===== src/rtl/mau_pkg.sv =====
// Shared types and constants for the load/store initiator: size codes, FSM states, lane geometry.
package mau_pkg;
  localparam int WORD_W    = 32;
  localparam int LANE_W    = 8;
  localparam int HALF_W    = 16;
  localparam int NUM_LANES = WORD_W / LANE_W;

  localparam logic [1:0] SZ_BYTE = 2'b00;
  localparam logic [1:0] SZ_HALF = 2'b01;
  localparam logic [1:0] SZ_WORD = 2'b10;

  typedef enum logic [1:0] {IDLE, ACCESS, CAPTURE, FINISH} state_t;

  // Size 2'b11 aliases word, so only bit 1 decides "word".
  function automatic logic [NUM_LANES-1:0] lane_en(input logic [1:0] size, input logic [1:0] off);
    if (size[1])      return '1;
    else if (size[0]) return off[1] ? 4'b1100 : 4'b0011;
    else              return 4'b0001 << off;
  endfunction

  function automatic logic misaligned(input logic [1:0] size, input logic [1:0] off);
    if (size[1])      return off != 2'b00;
    else if (size[0]) return off[0];
    else              return 1'b0;
  endfunction
endpackage


===== src/rtl/lane_merge.sv =====
// Combinational lane logic: load extraction/extension and sub-word store merge into a read word.
module lane_merge
  import mau_pkg::*;
(
  input  logic [1:0]        size,
  input  logic [1:0]        off,
  input  logic              uns,
  input  logic [WORD_W-1:0] rdata,
  input  logic [WORD_W-1:0] sdata,
  output logic [WORD_W-1:0] ldata,
  output logic [WORD_W-1:0] wdata
);
  logic [NUM_LANES-1:0] be;
  logic [WORD_W-1:0]    srep;
  logic [LANE_W-1:0]    bsel;
  logic [HALF_W-1:0]    hsel;

  assign be = lane_en(size, off);

  always_comb begin
    if (size[1])      srep = sdata;
    else if (size[0]) srep = {2{sdata[HALF_W-1:0]}};
    else              srep = {NUM_LANES{sdata[LANE_W-1:0]}};
  end

  for (genvar g = 0; g < NUM_LANES; g++) begin : g_lane
    assign wdata[g*LANE_W +: LANE_W] = be[g] ? srep[g*LANE_W +: LANE_W] : rdata[g*LANE_W +: LANE_W];
  end

  assign bsel = rdata[off*LANE_W +: LANE_W];
  assign hsel = rdata[off[1]*HALF_W +: HALF_W];

  always_comb begin
    if (size[1])      ldata = rdata;
    else if (size[0]) ldata = {{(WORD_W-HALF_W){~uns & hsel[HALF_W-1]}}, hsel};
    else              ldata = {{(WORD_W-LANE_W){~uns & bsel[LANE_W-1]}}, bsel};
  end
endmodule


===== src/rtl/mem_access_unit.sv =====
// Load/store initiator: byte/half/word requests -> word-aligned memory cycles, RMW for sub-word stores.
// LSU_MISALIGN_TRAP_EN: when defined, misaligned half/word requests complete at once with Error.
module mem_access_unit
  import mau_pkg::*;
#(
  parameter int DATA_W = 32,
  parameter int ADDR_W = 32
) (
  input  logic              Clock,
  input  logic              Reset_n,
  input  logic              Start,
  input  logic              ReqWrite,
  input  logic [ADDR_W-1:0] Address,
  input  logic [DATA_W-1:0] StoreData,
  input  logic [1:0]        Size,
  input  logic              Unsigned,
  output logic              Busy,
  output logic              Done,
  output logic [DATA_W-1:0] LoadData,
  output logic              Error,
  output logic [ADDR_W-1:0] MemAddress,
  output logic [DATA_W-1:0] MemWriteData,
  output logic              MemWrite,
  output logic              MemRead,
  input  logic [DATA_W-1:0] MemReadData
);
  typedef struct packed {
    logic              wr;
    logic [ADDR_W-1:0] addr;
    logic [DATA_W-1:0] sdata;
    logic [1:0]        size;
    logic              uns;
    logic              err;
  } req_t;

  state_t            state;
  req_t              req;
  logic              mis;
  logic              wstore;
  logic [DATA_W-1:0] ldata, mdata;

`ifdef LSU_MISALIGN_TRAP_EN
  assign mis = misaligned(Size, Address[1:0]);
`else
  assign mis = 1'b0;
`endif

  assign wstore = req.wr & req.size[1];

  lane_merge u_lane (
    .size  (req.size),
    .off   (req.addr[1:0]),
    .uns   (req.uns),
    .rdata (MemReadData),
    .sdata (req.sdata),
    .ldata (ldata),
    .wdata (mdata)
  );

  always_ff @(posedge Clock or negedge Reset_n) begin
    if (!Reset_n) begin
      state    <= IDLE;
      req      <= '0;
      LoadData <= '0;
    end else begin
      case (state)
        IDLE: if (Start) begin
          req   <= '{wr: ReqWrite, addr: Address, sdata: StoreData, size: Size, uns: Unsigned, err: mis};
          state <= mis ? FINISH : ACCESS;
        end
        ACCESS:  state <= wstore ? FINISH : CAPTURE;
        CAPTURE: begin
          if (!req.wr) LoadData <= ldata;
          state <= FINISH;
        end
        default: state <= IDLE;
      endcase
    end
  end

  // Memory side is decoded from state so enables drop the instant reset asserts.
  assign Busy         = state != IDLE;
  assign Done         = state == FINISH;
  assign Error        = Done & req.err;
  assign MemAddress   = {req.addr[ADDR_W-1:2], 2'b00};
  assign MemRead      = (state == ACCESS) & ~wstore;
  assign MemWrite     = ((state == ACCESS) & wstore) | ((state == CAPTURE) & req.wr);
  assign MemWriteData = !MemWrite ? '0 : (state == ACCESS) ? req.sdata : mdata;
endmodule


===== config.mk =====
export PLATFORM = sky130hd
export DESIGN_NAME = mem_access_unit
export DESIGN_NICKNAME = d
export VERILOG_FILES = /design/src/rtl/mau_pkg.sv /design/src/rtl/lane_merge.sv /design/src/rtl/mem_access_unit.sv
export SDC_FILE = /design/constraint.sdc
export NUM_CORES = 1
export LEC_CHECK = 0
export CORE_MARGIN = 3
export CORE_UTILIZATION = 49
export DETAILED_ROUTE_END_ITERATION = 8
export PLACE_DENSITY = 0.86
export SKIP_CTS_REPAIR_TIMING = 1
export SLEW_MARGIN = 40
export SYNTH_ARGS = -nofsm -noshare
export SYNTH_HDL_FRONTEND = slang
export SYNTH_SLANG_ARGS = --single-unit
export TNS_END_PERCENT = 10

===== constraint.sdc =====
create_clock -name Clock -period 3.7 [get_ports Clock]
set_input_delay 0.74 -clock Clock [delete_from_list [all_inputs] [get_ports Clock]]
set_output_delay 0.74 -clock Clock [all_outputs]
set_load 0.01 [all_outputs]

# Word-level counts from Yosys, hierarchy flattened

Cells that the tools add are included.

Register bits after elaboration: 102
Bits of input ports: 103
Output and inout bits: 101
Logic and storage cells: 44

Eq/ne operators: 4
Shift operators: 3
Muxes and demuxes: 16
Bitwise logic cells: 10
Reduce and logical (&&, ||, !) cells: 4

Operator list:

| kind                | number |
|---|---|
| $mux 32             | 6 |
| $mux 8              | 4 |
| $shiftx 32x6->16    | 1 |
| $shiftx 32x6->8     | 1 |
| $mux 4              | 3 |
| $and 1x1->1         | 6 |
| $pmux 2 s3          | 1 |
| $eq 2x2->1 const B  | 2 |
| $reduce_and 2->1    | 2 |
| $shl 1x2->4 const A | 1 |
| $not 1->1           | 3 |
| $eq 2x1->1 const B  | 1 |
| $logic_not 2->1     | 1 |
| $mux 2              | 1 |
| $ne 2x2->1 const B  | 1 |
| $reduce_bool 2->1   | 1 |
| $mux 1              | 1 |
| $or 1x1->1          | 1 |

# Logic depth before layout (Yosys ltp)

Depth after elaboration: 6
Gate-level depth with buffers: 8

# Hierarchy

A second synthesis with hierarchy kept.

Cell total of the unflattened synthesis: 557
Area, all modules: 6202.2 um^2

Modules (own cells, without submodules):

| module          | times used | cells each | area each (um^2) | sequential area each (um^2) |
|---|---|---|---|---|
| mem_access_unit | 1          | 337        | 4657.0           | 2552.4 |
| lane_merge      | 1          | 220        | 1545.2           | 0.0 |

# Least setup slack after synthesis

Ideal clock, no wire load.

Path kind: reg-to-output
Start: reg state[1]
End: out MemWriteData[12]
Arrival: 1.676 ns
Data required time: 2.960 ns
Path slack: 1.284 ns
Stages on the path, launching flop included: 8
Cell sequence: dfrtp_1 > inv_1 > ha_1 > and2_1 > buf_2 > buf_2 > nand2_1 > a221oi_1

Longest elaborated chain between the ends: 4
Elaborated cells on any way between the ends: 7
Those cells by class: 2 x eq/ne; 2 x mux; 3 x bitwise

RTL lines:

| item                                            | RTL line                                     | source |
|---|---|---|
| start, declared                                 | mem_access_unit.sv:36                        | `state_t state;` |
| start signal, assigned                          | mem_access_unit.sv:69                        | `state <= mis ? FINISH : ACCESS;` |
| start signal, assigned                          | mem_access_unit.sv:71                        | `ACCESS: state <= wstore ? FINISH : CAPTURE;` |
| $eq 2x1->1 / $eq 2x2->1 (equally long branches) | mem_access_unit.sv:87, mem_access_unit.sv:88 |  |
| $and 1x1->1                                     | mem_access_unit.sv:87                        | `assign MemWrite = ((state == ACCESS) & wstore) \| ((state == CAPTURE) & req.wr);` |
| $or 1x1->1                                      | mem_access_unit.sv:87                        |  |
| $mux 32 *                                       | mem_access_unit.sv:88                        | `assign MemWriteData = !MemWrite ? '0 : (state == ACCESS) ? req.sdata : mdata;` |
| end, declared                                   | mem_access_unit.sv:22                        | `output logic [DATA_W-1:0] MemWriteData,` |

Every way passes the cells marked *; elsewhere a longest branch is shown, timed or not.

# Final worst setup path

Start: reg state[1]
End: out MemWriteData[24]

Same word-level chain as after synthesis.

==> impl_results.md <==
- Worst EP arrival: 2.86 ns
- Vert. Die Dim: 112 um
- Outcome: complete, no violations
- Top cell type's share of synthesized area: 45.9%
- CTS sink cnt: 102
- Total GRT Usage: 26.9%
- Average routed wire per standard cell: 20.0 um
- Die Area: 0.0127 mm^2
- Synth Register Bits: 102
- I/O Buffers: 200
- Top post-synthesis cells by area: dfrtp_1 (46%), mux2_2 (14%), buf_4 (4.6%)
- Non-filler cells, final: 851
- Skew final: 0.00566 ns
- Netlist cell types: 40
- Post-route DRC: 0
- ANT cells: 0
- Max-slew violations: 0
- CP max-delay cell: clkdlybuf4s50_1
- Reg2reg end: LoadData[31]
- Critical path's top delay family: buffers and inverters
- Critical Path Source Type: flip-flop
- Initial antenna violation count: 0
- Syn Inst Count: 551
- CP max FO: 33
- PwrDens: 891 mW/mm^2
- Core area: 0.0110 mm^2
- Post-Syn Area: 0.00556 mm^2
- Final HPWL DP: 13.0 mm
- TritonCTS clock tree: yes
- Vias in the first global route: 5085
- Met2 GRT Util: 44.3%
- Fin Setup TNS: 0 ns
- Main synth FF type: dfrtp_1
- Crit-path max cell delay: 0.66 ns
- Clock transition at path regs: 0.08 ns
- Synth warn: 0
- Final net count: 813
- Final Cycle Share: 97.4%
- Mapped Avg Cell Area: 10.1 um^2
- Met3 Resource Use GR: 8.36%
- Initial Util: 50.6%
- Clock Latency Late Sink: 0.35 ns
- DRT Pass-1 Iters: 6
- Fmax: 0.278 GHz
- R2r startpoint: state[0]
- GR met1 Demand/Resource: 33.8%
- Post-synth EDFFs: 0
- Most common library cells after synthesis: dfrtp_1 (102), mux2_2 (68), o21ai_0 (48)
- CP endpoint kind: output pin
- Ports: 204
- Mean number of vias per cell: 5.82
- Max_cap viols: 0
- Worst Max-Slew Pin Slew: 0.746 ns
- Total CTS buffers: 9
- Most frequent cell after synthesis: dfrtp_1
- Via count: 4955
- DRT Wirelength: 17.0 mm
- RSZ-0062 raised after global routing: false
- Clk root buf: clkbuf_16
- Final Hold Vio Count: 0
- Setup violations, final: 0
- Initial DRC count: 547
- CP required: 2.96 ns
- Seq/Total Area, Yosys: 45.9%
- Crit Path Category: reg2out
- Layout overhead on the synthesized area: 39.3%
- Layout cells sized above 1: 15.8%
- Reg2Reg Setup Slack: 0.93 ns
- Minimum clock period: 3.60 ns
- Clk buf depth: 2
- Reg2reg path depth: 8
- H-tree level count: 3
- Remaining global-route overflow: 0
- Antenna Violating Nets Remaining: 0
- Top cell type by total area after synthesis: dfrtp_1
- Dpl cells: 835
- # rows: 38
- Peak VDD IR: 0.564 mV
- Routability cong.: 0.883
- P_leak: 0.00318 uW
- Pin count of the biggest net entering global routing: 54
- Global-route wire length before repair: 27.0 mm
- Worst-path cell chain: inv_1, ha_1, nor2_4, buf_4, o21ai_0, a221oi_1, clkdlybuf4s50_1
- Global routing's busiest layer: met2
- Share of synthesized registers carrying an async set or reset: 100%
- CP Buf/Inv Count: 3
- Die width: 112 um
- Slew HR: 50.1%
- Hold Crit Class: in2async
## registers in the layout, summed over array words and instances, names as in the netlist
register    count
LoadData       32
MemAddress     30
req            38
state           2
## logic make-up after synthesis
| kind of cell | Yosys count | share of synthesized area, % |
|---|---|---|
| flops | 102 | 45.9 |
| buf+inv | 86 | 8.76 |
| simple gates | 146 | 13.1 |
| mux | 80 | 16.0 |
| fa+ha+maj | 4 | 0.901 |
| other cells | 1 | 0.0675 |
| compound gates | 132 | 15.2 |
## worst register-to-register path, stage by stage (launching register included)
cell,delay [ns]
dfrtp_1,0.40
inv_1,0.12
ha_1,0.38
buf_4,0.24
nor2b_1,0.14
buf_4,0.26
nand2b_1,0.31
a2111o_1,0.66
o21ai_0,0.17
## layer usage
metal  vias to the layer above  routed length [um]
li1                       2237                   -
met4                         0                 453
met3                        36                1800
met1                      2366                6490
met5                         -                   0
met2                       316                8290
## worst max path at each step
stage | from | to | slack [ns] | cells after the start
after floorplan | state[1] | MemWriteData[12] | 1.28 | 7
after global placement | MemReadData[24] | MemWriteData[24] | 0.45 | 4
after detailed placement | MemReadData[24] | MemWriteData[24] | 0.47 | 4
after CTS | state[1] | MemWriteData[24] | 0.12 | 6
after global routing | state[1] | MemWriteData[24] | 0.01 | 7
final | state[1] | MemWriteData[24] | 0.1 | 7
## cells in the final DEF, fill, tap and decap left out, types with 2 or more instances in the layout
cell type,count
ha_1,4
dfrtp_1,102
nand3_1,43
o21ai_1,2
a21oi_1,33
a221o_1,7
a211oi_1,8
clkdlybuf4s50_1,199
nor2_4,2
nand2b_1,4
and2_1,7
a311oi_1,9
nor2b_1,17
nor2_1,23
mux2_2,68
o22ai_1,2
nand2_1,43
conb_1,3
inv_6,2
clkinv_4,2
buf_4,16
inv_1,12
a221oi_1,15
clkbuf_16,9
o21ai_0,48
o21a_1,2
mux2i_1,11
## cell type report
cell class	instances	area (um^2)
fillers	807	3240
repair buffers	216	2130
flip-flops and latches	102	2550
inverters	12	45.0
clock buffers	9	225
clock inverters	7	81.3
multi-input cells	365	2530
well taps	140	175
## power by group
part / switching [uW] / internal [uW]
clock network: 445 / 536
logic: 1820 / 1930
registers: 483 / 1680
## stage by stage
stage               cell area (um^2)  util (%)  setup WS (ns)  power, uW  hold slack, ns
global placement                7430      67.7          0.453       5750           0.475
global route                    7740      70.5         0.0110       7320           0.466
floorplan                       5560         -           1.28       4390           0.444
finish                          7740      70.5         0.0974       6890           0.426
CTS                             7740      70.5          0.119       6880           0.452
detailed placement              7430      67.7          0.466       5880           0.486
Note: power is estimated with default switching activity, not from simulation.
